<file path="config.mk">
export PLATFORM = sky130hd
export DESIGN_NAME = fft_peak_tracker
export DESIGN_NICKNAME = d
export VERILOG_FILES = /design/src/rtl/fft_peak_tracker.sv
export SDC_FILE = /design/constraint.sdc
export NUM_CORES = 1
export LEC_CHECK = 0
export CORE_MARGIN = 2
export CORE_UTILIZATION = 56
export CTS_CLUSTER_SIZE = 28
export DETAILED_ROUTE_END_ITERATION = 8
export GPL_TIMING_DRIVEN = 0
export PLACE_DENSITY = 0.78
export REMOVE_ABC_BUFFERS = 1
export SYNTH_ARGS = -nofsm -noshare
export SYNTH_HDL_FRONTEND = slang
export SYNTH_SLANG_ARGS = --single-unit
</file>
<file path="constraint.sdc">
create_clock -name sys_clk -period 5.65 [get_ports sys_clk]
set_input_delay 0.8475 -clock sys_clk [delete_from_list [all_inputs] [get_ports sys_clk]]
set_output_delay 0.8475 -clock sys_clk [all_outputs]
set_load 0.01 [all_outputs]
</file>
<file path="src/rtl/fft_peak_tracker.sv">
// fft_peak_tracker: full-precision |X|^2 per FFT bin with bin tagging,
// per-frame peak search over an eligible bin range, framing check and
// good-frame counter. Two-stage magnitude pipeline, peak result one cycle
// after the last magnitude of a good frame.
module fft_peak_tracker #(
    parameter int DW        = 12,
    parameter int N_LOG2    = 10,
    parameter int MIN_BIN   = 1,
    parameter int HALF_SPEC = 1,
    parameter int FCNT_W    = 16
) (
    input  logic                 sys_clk,
    input  logic                 sys_rst,
    input  logic                 src_valid,
    input  logic                 src_sop,
    input  logic                 src_eop,
    input  logic signed [DW-1:0] src_real,
    input  logic signed [DW-1:0] src_imag,
    output logic                 amp_valid,
    output logic [2*DW-1:0]      amp_data,
    output logic [N_LOG2-1:0]    amp_bin,
    output logic                 peak_valid,
    output logic [N_LOG2-1:0]    peak_bin,
    output logic [2*DW-1:0]      peak_amp,
    output logic                 frame_err,
    output logic [FCNT_W-1:0]    frame_cnt
);

    localparam int AW = 2 * DW;
    localparam logic [N_LOG2-1:0] LAST_BIN = '1;
    localparam logic [N_LOG2-1:0] LO_BIN   = N_LOG2'(MIN_BIN);
    localparam logic [N_LOG2-1:0] HI_BIN   = (HALF_SPEC != 0) ? (LAST_BIN >> 1) : LAST_BIN;

    typedef enum logic {
        IDLE  = 1'b0,
        FRAME = 1'b1
    } state_t;

    state_t            state_q, state_d;
    logic [N_LOG2-1:0] bin_q, bin_d;

    // Decode of the current input beat
    logic              beat_emit;   // beat enters the magnitude pipeline
    logic              beat_first;  // beat opens a frame (restarts the running max)
    logic              beat_good;   // beat is the eop of a correctly framed frame
    logic              beat_err;    // beat reveals a framing error
    logic [N_LOG2-1:0] beat_bin;

    // Stage 1: squared components
    logic              s1_valid, s1_first, s1_good;
    logic [AW-1:0]     s1_rr, s1_ii;
    logic [N_LOG2-1:0] s1_bin;

    // Stage 2 side flags travelling alongside amp_*
    logic              s2_first, s2_good;

    // Running peak of the frame in progress
    logic [AW-1:0]     run_amp, base_amp, nxt_amp;
    logic [N_LOG2-1:0] run_bin, base_bin, nxt_bin;
    logic              amp_eligible;

    // Operands widened with sign so the products keep full precision
    logic signed [AW-1:0] re_x, im_x;
    assign re_x = AW'(src_real);
    assign im_x = AW'(src_imag);

    // Framing FSM: next state, bin counter and beat classification
    always_comb begin
        // NOTE: every output of this block gets a default first, so no path can infer a latch.
        state_d    = state_q;
        bin_d      = bin_q;
        beat_emit  = 1'b0;
        beat_first = 1'b0;
        beat_good  = 1'b0;
        beat_err   = 1'b0;
        beat_bin   = bin_q;
        if (src_valid) begin
            if (src_sop) begin
                // sop always (re)starts a frame; an open frame is aborted
                beat_emit  = 1'b1;
                beat_first = 1'b1;
                beat_bin   = '0;
                beat_err   = (state_q == FRAME);
                if (src_eop) begin
                    // single-beat frame can never be complete
                    beat_err = 1'b1;
                    state_d  = IDLE;
                    bin_d    = '0;
                end else begin
                    state_d = FRAME;
                    bin_d   = N_LOG2'(1);
                end
            end else if (state_q == FRAME) begin
                beat_emit = 1'b1;
                if (src_eop) begin
                    state_d = IDLE;
                    bin_d   = '0;
                    if (bin_q == LAST_BIN) beat_good = 1'b1;
                    else                   beat_err  = 1'b1;
                end else if (bin_q == LAST_BIN) begin
                    // frame ran to full length without eop
                    beat_err = 1'b1;
                    state_d  = IDLE;
                    bin_d    = '0;
                end else begin
                    bin_d = bin_q + N_LOG2'(1);
                end
            end
            // IDLE beat without sop: dropped silently
        end
    end

    // FSM state, bin counter and framing-error pulse
    always_ff @(posedge sys_clk) begin
        // NOTE: registers use non-blocking assignments so every flop samples pre-edge values.
        if (sys_rst) begin
            state_q   <= IDLE;
            bin_q     <= '0;
            frame_err <= 1'b0;
        end else begin
            state_q   <= state_d;
            bin_q     <= bin_d;
            frame_err <= beat_err;
        end
    end

    // Stage 1: register re^2 and im^2 with the beat's tags
    always_ff @(posedge sys_clk) begin
        if (sys_rst) begin
            s1_valid <= 1'b0;
            s1_first <= 1'b0;
            s1_good  <= 1'b0;
            s1_rr    <= '0;
            s1_ii    <= '0;
            s1_bin   <= '0;
        end else begin
            s1_valid <= beat_emit;
            s1_first <= beat_emit & beat_first;
            s1_good  <= beat_emit & beat_good;
            if (beat_emit) begin
                s1_rr  <= re_x * re_x;
                s1_ii  <= im_x * im_x;
                s1_bin <= beat_bin;
            end
        end
    end

    // Stage 2: sum of squares; both terms are non-negative and the sum fits AW bits
    always_ff @(posedge sys_clk) begin
        if (sys_rst) begin
            amp_valid <= 1'b0;
            amp_data  <= '0;
            amp_bin   <= '0;
            s2_first  <= 1'b0;
            s2_good   <= 1'b0;
        end else begin
            amp_valid <= s1_valid;
            s2_first  <= s1_valid & s1_first;
            s2_good   <= s1_valid & s1_good;
            if (s1_valid) begin
                amp_data <= s1_rr + s1_ii;
                amp_bin  <= s1_bin;
            end
        end
    end

    assign amp_eligible = (amp_bin >= LO_BIN) && (amp_bin <= HI_BIN);

    // Peak candidate: start afresh on a frame's first bin, strict compare keeps the lowest bin on ties
    always_comb begin
        base_amp = run_amp;
        base_bin = run_bin;
        if (s2_first) begin
            base_amp = '0;
            base_bin = LO_BIN;
        end
        nxt_amp = base_amp;
        nxt_bin = base_bin;
        if (amp_valid && amp_eligible && (amp_data > base_amp)) begin
            nxt_amp = amp_data;
            nxt_bin = amp_bin;
        end
    end

    // Running max, published peak and good-frame counter
    always_ff @(posedge sys_clk) begin
        if (sys_rst) begin
            run_amp    <= '0;
            run_bin    <= '0;
            peak_valid <= 1'b0;
            peak_bin   <= '0;
            peak_amp   <= '0;
            frame_cnt  <= '0;
        end else begin
            peak_valid <= s2_good;
            if (amp_valid) begin
                run_amp <= nxt_amp;
                run_bin <= nxt_bin;
            end
            if (s2_good) begin
                peak_amp  <= nxt_amp;
                peak_bin  <= nxt_bin;
                frame_cnt <= frame_cnt + FCNT_W'(1);
            end
        end
    end

endmodule

</file>
**Word level (Yosys, flattened, before mapping)**

Index checks and enable logic that the tools add are counted.

- Word-level logic and storage cells: 70
- Output and inout bits: 87
- Input bits: 29
- Register bits after elaboration: 195

- $mul: 2
- Reductions and logical operators: 6
- $add $sub $neg: 3
- Bitwise gates (word level): 5
- Eq/ne operators: 1
- Mux-type cells: 30
- $lt $le $gt $ge: 3

Operators with widths:

| cell | number |
|---|---|
| 10-bit two-way mux | 8 |
| 12-bit by 12-bit multiplier with 24-bit output | 2 |
| 24-bit two-way mux | 2 |
| 24-bit adder | 1 |
| 24-bit > comparator | 1 |
| 1-bit two-way mux | 20 |
| 16-bit by 1-bit adder with 16-bit output, second input constant | 1 |
| 10-bit by 1-bit adder with 10-bit output, second input constant | 1 |
| 10-bit == test, second input constant | 1 |
| 10-bit by 1-bit greater-or-equal comparator with 1-bit output, second input constant | 1 |
| 10-bit by 9-bit less-or-equal comparator with 1-bit output, second input constant | 1 |
| 1-bit AND | 4 |
| 1-bit logical AND | 3 |
| 2-bit AND reduction | 1 |
| 2-bit nonzero test | 1 |
| 2-bit OR reduction | 1 |
| 1-bit NOT | 1 |

**Logic depth before layout (Yosys ltp)**

Gate-level depths: netlist of the first run.

- Word-level depth: 7
- Gate-level depth with buffers: 22
- Gate-level depth less buffers: 22

**Worst setup path after synthesis of the first run**

Ideal clock, no wire load.

- Kind: input port to flip-flop
- Start: input src_real[7]
- End: register s1_rr[19]
- Buffers on the path: 1
- Data required time: 5.533 ns
- Cell stages on the path: 21
- Setup time: 0.117 ns
- Slack: -0.277 ns
- Data arrival time: 5.810 ns
- Cells stage by stage: clkbuf_1 -> and2_1 -> inv_1 -> fa_1 -> inv_1 -> fa_1 -> inv_1 -> fa_1 -> inv_1 -> fa_1 -> inv_1 -> fa_1 -> inv_1 -> ha_1 -> a21o_1 -> a211oi_1 -> a211oi_1 -> o31a_1 -> o21a_1 -> or3_1 -> a32o_1

- Cells in the longest elaborated chain, start to end: 1

RTL lines:

| what | line | RTL |
|---|---|---|
| from (decl) | 17 | `input logic signed [DW-1:0] src_real,` |
| 12-bit by 12-bit multiplier with 24-bit output | 141 | `s1_rr <= re_x * re_x;` |
| to (signal assigned) | 141 |  |
| to (decl) | 51 | `logic [AW-1:0] s1_rr, s1_ii;` |

No other way between the ends.
A chain may end at the register's enable or synchronous reset.

**Final worst setup path of the first run**

- Start: input src_real[9]
- End: register s1_rr[23]

The elaborated chain is that of the path after synthesis.

==> results of run 1 <==
## flip-flops by register name (all words and copies together), names as in the netlist, 10 cells and up
name,flops
run_amp,24
s1_rr,23
bin_q,10
peak_bin,10
peak_amp,24
frame_cnt,16
amp_bin,10
run_bin,10
amp_data,24
s1_bin,10
s1_ii,23
## routing by layer
metal	vias to the layer above	track usage
li1	6753	-
met1	7035	0.304
met2	320	0.439
met3	51	0.0270
met4	0	0.0598
met5	-	0
## final cells by class
cell class                 count  area share
multi-input combinational   1436       0.633
sequential                   193       0.186
inverter                     359      0.0653
timing repair buffer         126      0.0601
tap                          442      0.0267
clock buffer                  19      0.0218
clock inverter                13     0.00616
## cells by family after synthesis
group / count (synthesis) / synth area share
and+or+nand+nor: 584 / 0.150
DFF: 193 / 0.209
xor gates and xnor gates: 82 / 0.0389
AOI/OAI and AO/OA: 332 / 0.116
adders and majority gates: 407 / 0.376
muxes: 31 / 0.0172
buffers and inverters: 442 / 0.0917
## power by group through the flow
stage / logic, mW / clock network, mW / registers (mW)
finish: 7.71 / 1.19 / 1.55
global route: 8.75 / 1.26 / 1.56
CTS: 7.16 / 1.20 / 1.55
detailed placement: 6.97 / 0 / 1.58
global placement: 6.76 / 0 / 1.58
floorplan: 5.55 / 0 / 1.56
## path summary, 6_finish.rpt
path / depth (start not counted) / end / from
max: 20 / s1_rr[23] / src_real[9]
min: 1 / s2_good / s1_good
max reg2reg: 10 / run_bin[2] / s2_first
min reg2reg: 1 / s2_good / s1_good
## synthesized netlist by cell type (11+ instances only)
library cell / instances
dfxtp_1: 193
nand3_1: 24
nand4_1: 19
and3_1: 11
o21ai_0: 60
nor2b_1: 24
inv_1: 355
nor3_1: 16
a22o_1: 15
a21o_1: 12
fa_1: 247
ha_1: 160
nand2_1: 198
xnor2_1: 49
nand2b_1: 31
mux2i_1: 26
clkbuf_1: 71
a211oi_1: 40
and2_1: 79
nor2_1: 151
o21a_1: 12
xor2_1: 33
a21oi_1: 126
## through the flow
stage / instances / hold slack [ns]
after floorplan: 1988 / 0.406
after global placement: 2545 / 0.413
after detailed placement: 2550 / 0.415
after CTS: 2585 / 0.435
after global routing: 2588 / 0.454
final: 2588 / 0.432
## worst reg2reg max path, stage by stage, from the launching register on
cell and delay [ns]:
dfxtp_1 0.85, nand2b_1 0.25, ha_1 0.26, nor2b_1 0.14, o211ai_1 0.15, a21oi_1 0.09
o31ai_1 0.34, a31o_1 0.86, nor2b_1 1.00, o21ai_0 0.24, a21oi_1 0.19
## repair_timing
item / in CTS / in global routing
buffers inserted: 3 / 3
hold endpoints to repair: 0 / 0
endpoints found under the setup margin: 21 / 14
pin swaps: 1 / 8
resized for setup: 115 / 81
==> qor.yml, run 1 <==
status: "finished clean"
clk_latency_ns: 0.44
track_usage: 0.240
worstMarginPinSlew_ns: 1.16
skew_ns: 0.0130
cp-end-kind: "flip-flop"
setup_slack_ns: 0.150
dp_worst_setup_slack_ns: -1.35
crit_type: "input port to flip-flop"
maxCapViolations: 0
place_congestion: 0.866
cell_internal_pwr_mw: 5.46
max_freq_mhz: 182
final.min_clock_period_ns: 5.50
n_antenna_cell: 0
drive_above_1_share: 0.0657
drc: 0
antenna_found_initial: 0
p_seq_frac: 0.148
max-clock-path-buffers: 2
wl_met1_mm: 17.0
core-area_um2: 32500
regArea_um2: 3870
final_cell_mix: "inv_1, fa_1, nand2_1, dfxtp_1, ha_1"
synth_area_um2: 18500
worstSetupStartpointType: "input port"
dp_hpwl_mm: 31.3
ys.flop_type: "dfxtp_1"
grt-ovfl-total: 0
synth_edf_count: 0
slew_headroom: 0.228
clock_sinks: 193
drt_wl_total_mm: 39.9
crit_arrival_ns: 5.84
post-route-period-util: 0.974
start_util: 0.569
synthDistinctLibCells: 72
drt_iter0_markers: 809
root_buffer: "clkbuf_16"
multi_input_area_um2: 13100
required_ns: 5.99
grt_pass1_vias: 14590
hold_buffers: 0
io_buffers: 115
synth_top_area_share: 0.268
synth_top_area_cell: "fa_1"
worstPathMaxFanout: 14
synthToLayoutAreaGrowth_pct: 12.3
pwr-share-clk: 0.114
dr_wl_met2_mm: 20.7
die_y_um: 186
tns_ns: 0
post_drt_wl_per_cell_um: 15.4
nets: 2569
fin_area_um2: 20700
rsz0062_at_grt: "true"
place_area_um2: 19900
cts_inserted_buffers: 17
cts_tree: "done"
syn_inst: 2071
p_leak_nw: 9.37
switchingPower_mw: 4.99
wl_met3_mm: 1.71
cts.clk_slew.worst_paths_ns: 0.08
n_fill_cell: 2669
ys_top_cells_by_area: "fa_1, dfxtp_1, ha_1"
avgSynthCellArea_um2: 8.91
grt_pass1_wl_mm: 67.2
cts-htree-levels: 4
viasPerCell: 5.47
swShare: 0.478
finalHoldViolations: 0
synth-seq-area-share: 0.209
cpLargestDelayFamily: "adder cells"
layout_commonest_cell: "inv_1"
grt_start_max_net_pins: 78
rrSetupSlack_ns: 1.23
die_area_um2: 34400
vias: 14159
yosysWarnings: 0
cp.buffers_inverters: 6
fin_util: 0.639
setup_viol: 0
total_power_mw: 10.4
async_flop_share: 0
peakVddDrop_mv: 0.544
cpPeakStageDelay_ns: 0.56
p_comb_frac: 0.738
ant_nets: 0
synth_seq_cells: 193
slew_violations: 0
rows: 66
pin_count: 116
worstHoldPathType: "flip-flop to flip-flop"
top_layer: "met4"
first_pass_iters: 8
worstPathCellList: "clkbuf_4, and2_1, fa_1, inv_1, fa_1, inv_1, fa_1, fa_1, inv_1, fa_1, inv_1, ha_2, nand3_1, inv_1, o31ai_4, a211oi_4, a31oi_2, o21ai_1, o21ai_0, a32o_1"
cp_slowest_cell: "fa_1"
die_w_um: 186
power_density_nw_per_um2: 504
No activity file was read; power rests on OpenSTA's default activity.
==> inputs of run 2 (changes only) <==
--- a/config.mk
+++ b/config.mk
@@ -5,6 +5,7 @@
 export SDC_FILE = /design/constraint.sdc
 export NUM_CORES = 1
 export LEC_CHECK = 0
+export CORE_ASPECT_RATIO = 1.75
 export CORE_MARGIN = 2
 export CORE_UTILIZATION = 56
 export CTS_CLUSTER_SIZE = 28
@@ -12,6 +13,7 @@
 export GPL_TIMING_DRIVEN = 0
 export PLACE_DENSITY = 0.78
 export REMOVE_ABC_BUFFERS = 1
+export SETUP_SLACK_MARGIN = 0.02
 export SYNTH_ARGS = -nofsm -noshare
 export SYNTH_HDL_FRONTEND = slang
 export SYNTH_SLANG_ARGS = --single-unit
==> constraint.sdc (replaced) <==
create_clock -name sys_clk -period 4.9 [get_ports sys_clk]
set_input_delay 0.735 -clock sys_clk [delete_from_list [all_inputs] [get_ports sys_clk]]
set_output_delay 0.735 -clock sys_clk [all_outputs]
set_load 0.01 [all_outputs]
==> qor.yml, run 2 (same netlist as run 1, synthesis figures left out) <==
status: "finished, violations left"
violations: "setup timing"
cp-end-kind: "flip-flop"
crit_arrival_ns: 5.58
setup_viol: 12
nets: 2618
core-area_um2: 32700
crit_path_frequent_cell: "fa_1"
layout_commonest_cell: "inv_1"
grt_start_max_net_pins: 91
final_cells: 2598
drive_above_1_share: 0.135
final.min_clock_period_ns: 5.24
die_w_um: 141
slew_violations: 0
grt-ovfl-total: 0
place_congestion: 0.881
cts_tree: "done"
worstSetupStartpointType: "input port"
skew_ns: 0.00855
maxCapViolations: 0
top_regs: "amp_data x24, peak_amp x24, run_amp x24"
drt_iter0_markers: 702
antenna_found_initial: 0
drc: 0
p_leak_nw: 9.78
grt_pass1_vias: 15659
cpPeakStageDelay_ns: 0.52
cts.clk_slew.worst_paths_ns: 0.07
required_ns: 5.24
vias: 14632
tns_ns: -1.34
slew_headroom: 0.239
cts_inserted_buffers: 17
dp_worst_setup_slack_ns: -2.01
die_y_um: 244
worstPathCellList: "buf_6, nand2_4, inv_1, fa_1, fa_1, inv_1, fa_1, inv_1, fa_1, inv_1, fa_1, inv_2, ha_4, nand3_2, nand2_2, o31ai_4, a211oi_2, o31a_1, o21a_1, or3_1, a32o_1"
multi_input_area_um2: 13700
ant_nets: 0
final_cell_mix: "inv_1, fa_1, dfxtp_1, nand2_1, ha_1"
clk_latency_ns: 0.45
drt_wl_total_mm: 44.9
grt_pass1_wl_mm: 73.1
first_pass_iters: 5
cp_slowest_cell: "fa_1"
die_area_um2: 34500
worstPathMaxFanout: 13
dp_cells: 2514
power_density_nw_per_um2: 666
viasPerCell: 5.63
pin_count: 116
max_freq_mhz: 191
cts-htree-levels: 4
n_fill_cell: 2466
n_antenna_cell: 0
clock_sinks: 193
worstHoldPathType: "flip-flop to flip-flop"
timing.hold.ws_ns: 0.436
setup_slack_ns: -0.338
regArea_um2: 3870
dp_hpwl_mm: 33.2
fin_util: 0.669
max-clock-path-buffers: 2
crit_type: "input port to flip-flop"
post_drt_wl_per_cell_um: 17.3
hold_buffers: 0
peakVddDrop_mv: 0.581
rsz0062_at_grt: "true"
rows: 88
track_usage: 0.261
finalHoldViolations: 0
root_buffer: "clkbuf_16"
io_buffers: 115
start_util: 0.564
synthToLayoutAreaGrowth_pct: 18.6
worstMarginPinSlew_ns: 1.14
post-route-period-util: 1.07
-- run 2: cell count changes in the layout (fill, tap and decap cells not counted), sizes merged, moves of 2 or more --
cell and change:
clkbuf -13, buf +61, clkinvlp +2, bufinv +3
inv -6
-- run 2: where the power goes --
part / total [mW] / internal, mW / switching [mW]
Combinational: 11.3 / 5.21 / 6.13
Clock: 1.45 / 0.810 / 0.640
Sequential: 1.78 / 1.70 / 0.0869
-- run 2: timing repair --
action | in CTS | in global routing
cloned | 0 | 1
endpoints found under the setup margin | 32 | 23
gates resized for setup | 311 | 95
setup buffers | 29 | 25
pin swaps | 43 | 38
-- run 2: layout make-up --
class / count / share of cell area
clock inverter: 13 / 0.00818
timing repair buffer: 175 / 0.0850
inverter: 359 / 0.0631
multi-input combinational: 1436 / 0.624
tap: 405 / 0.0232
sequential: 193 / 0.177
clock buffer: 17 / 0.0194
-- run 2: metal layers --
metal | share of wire | vias to the layer above | track usage | wire [um]
met4 | 0.050 | 0 | 0.137 | 2230
li1 | - | 6851 | - | -
met5 | 0 | - | 0 | 0
met3 | 0.027 | 155 | 0.0300 | 1220
met1 | 0.36 | 7257 | 0.272 | 16000
met2 | 0.57 | 369 | 0.503 | 25400
-- run 2: through the flow --
| stage | area [um^2] | power (mW) |
|---|---|---|
| 2_1_floorplan | 18100 | 8.20 |
| 3_3_place_gp | 19800 | 9.77 |
| 3_5_place_dp | 19900 | 10.1 |
| 4_1_cts | 21300 | 13.1 |
| 5_1_grt | 21900 | 15.8 |
| 6_report | 21900 | 14.6 |
-- run 2: path summary, 6_finish.rpt --
path / start / end / slack (ns) / depth (start not counted)
setup reg to reg: s2_first / run_bin[1] / 0.57 / 10
setup / recovery: src_real[3] / s1_rr[19] / -0.34 / 21
hold / removal: s1_good / s2_good / 0.44 / 1
hold reg to reg: s1_good / s2_good / 0.44 / 1
-- run 2: critical path, delay by kind of cell --
kind	cells	cell delay, ns
adder cells (fa/ha/maj)	6	2.70
AO/OA/AOI/OAI	5	1.08
AND/OR/NAND/NOR	4	0.59
buffers and inverters	6	0.45
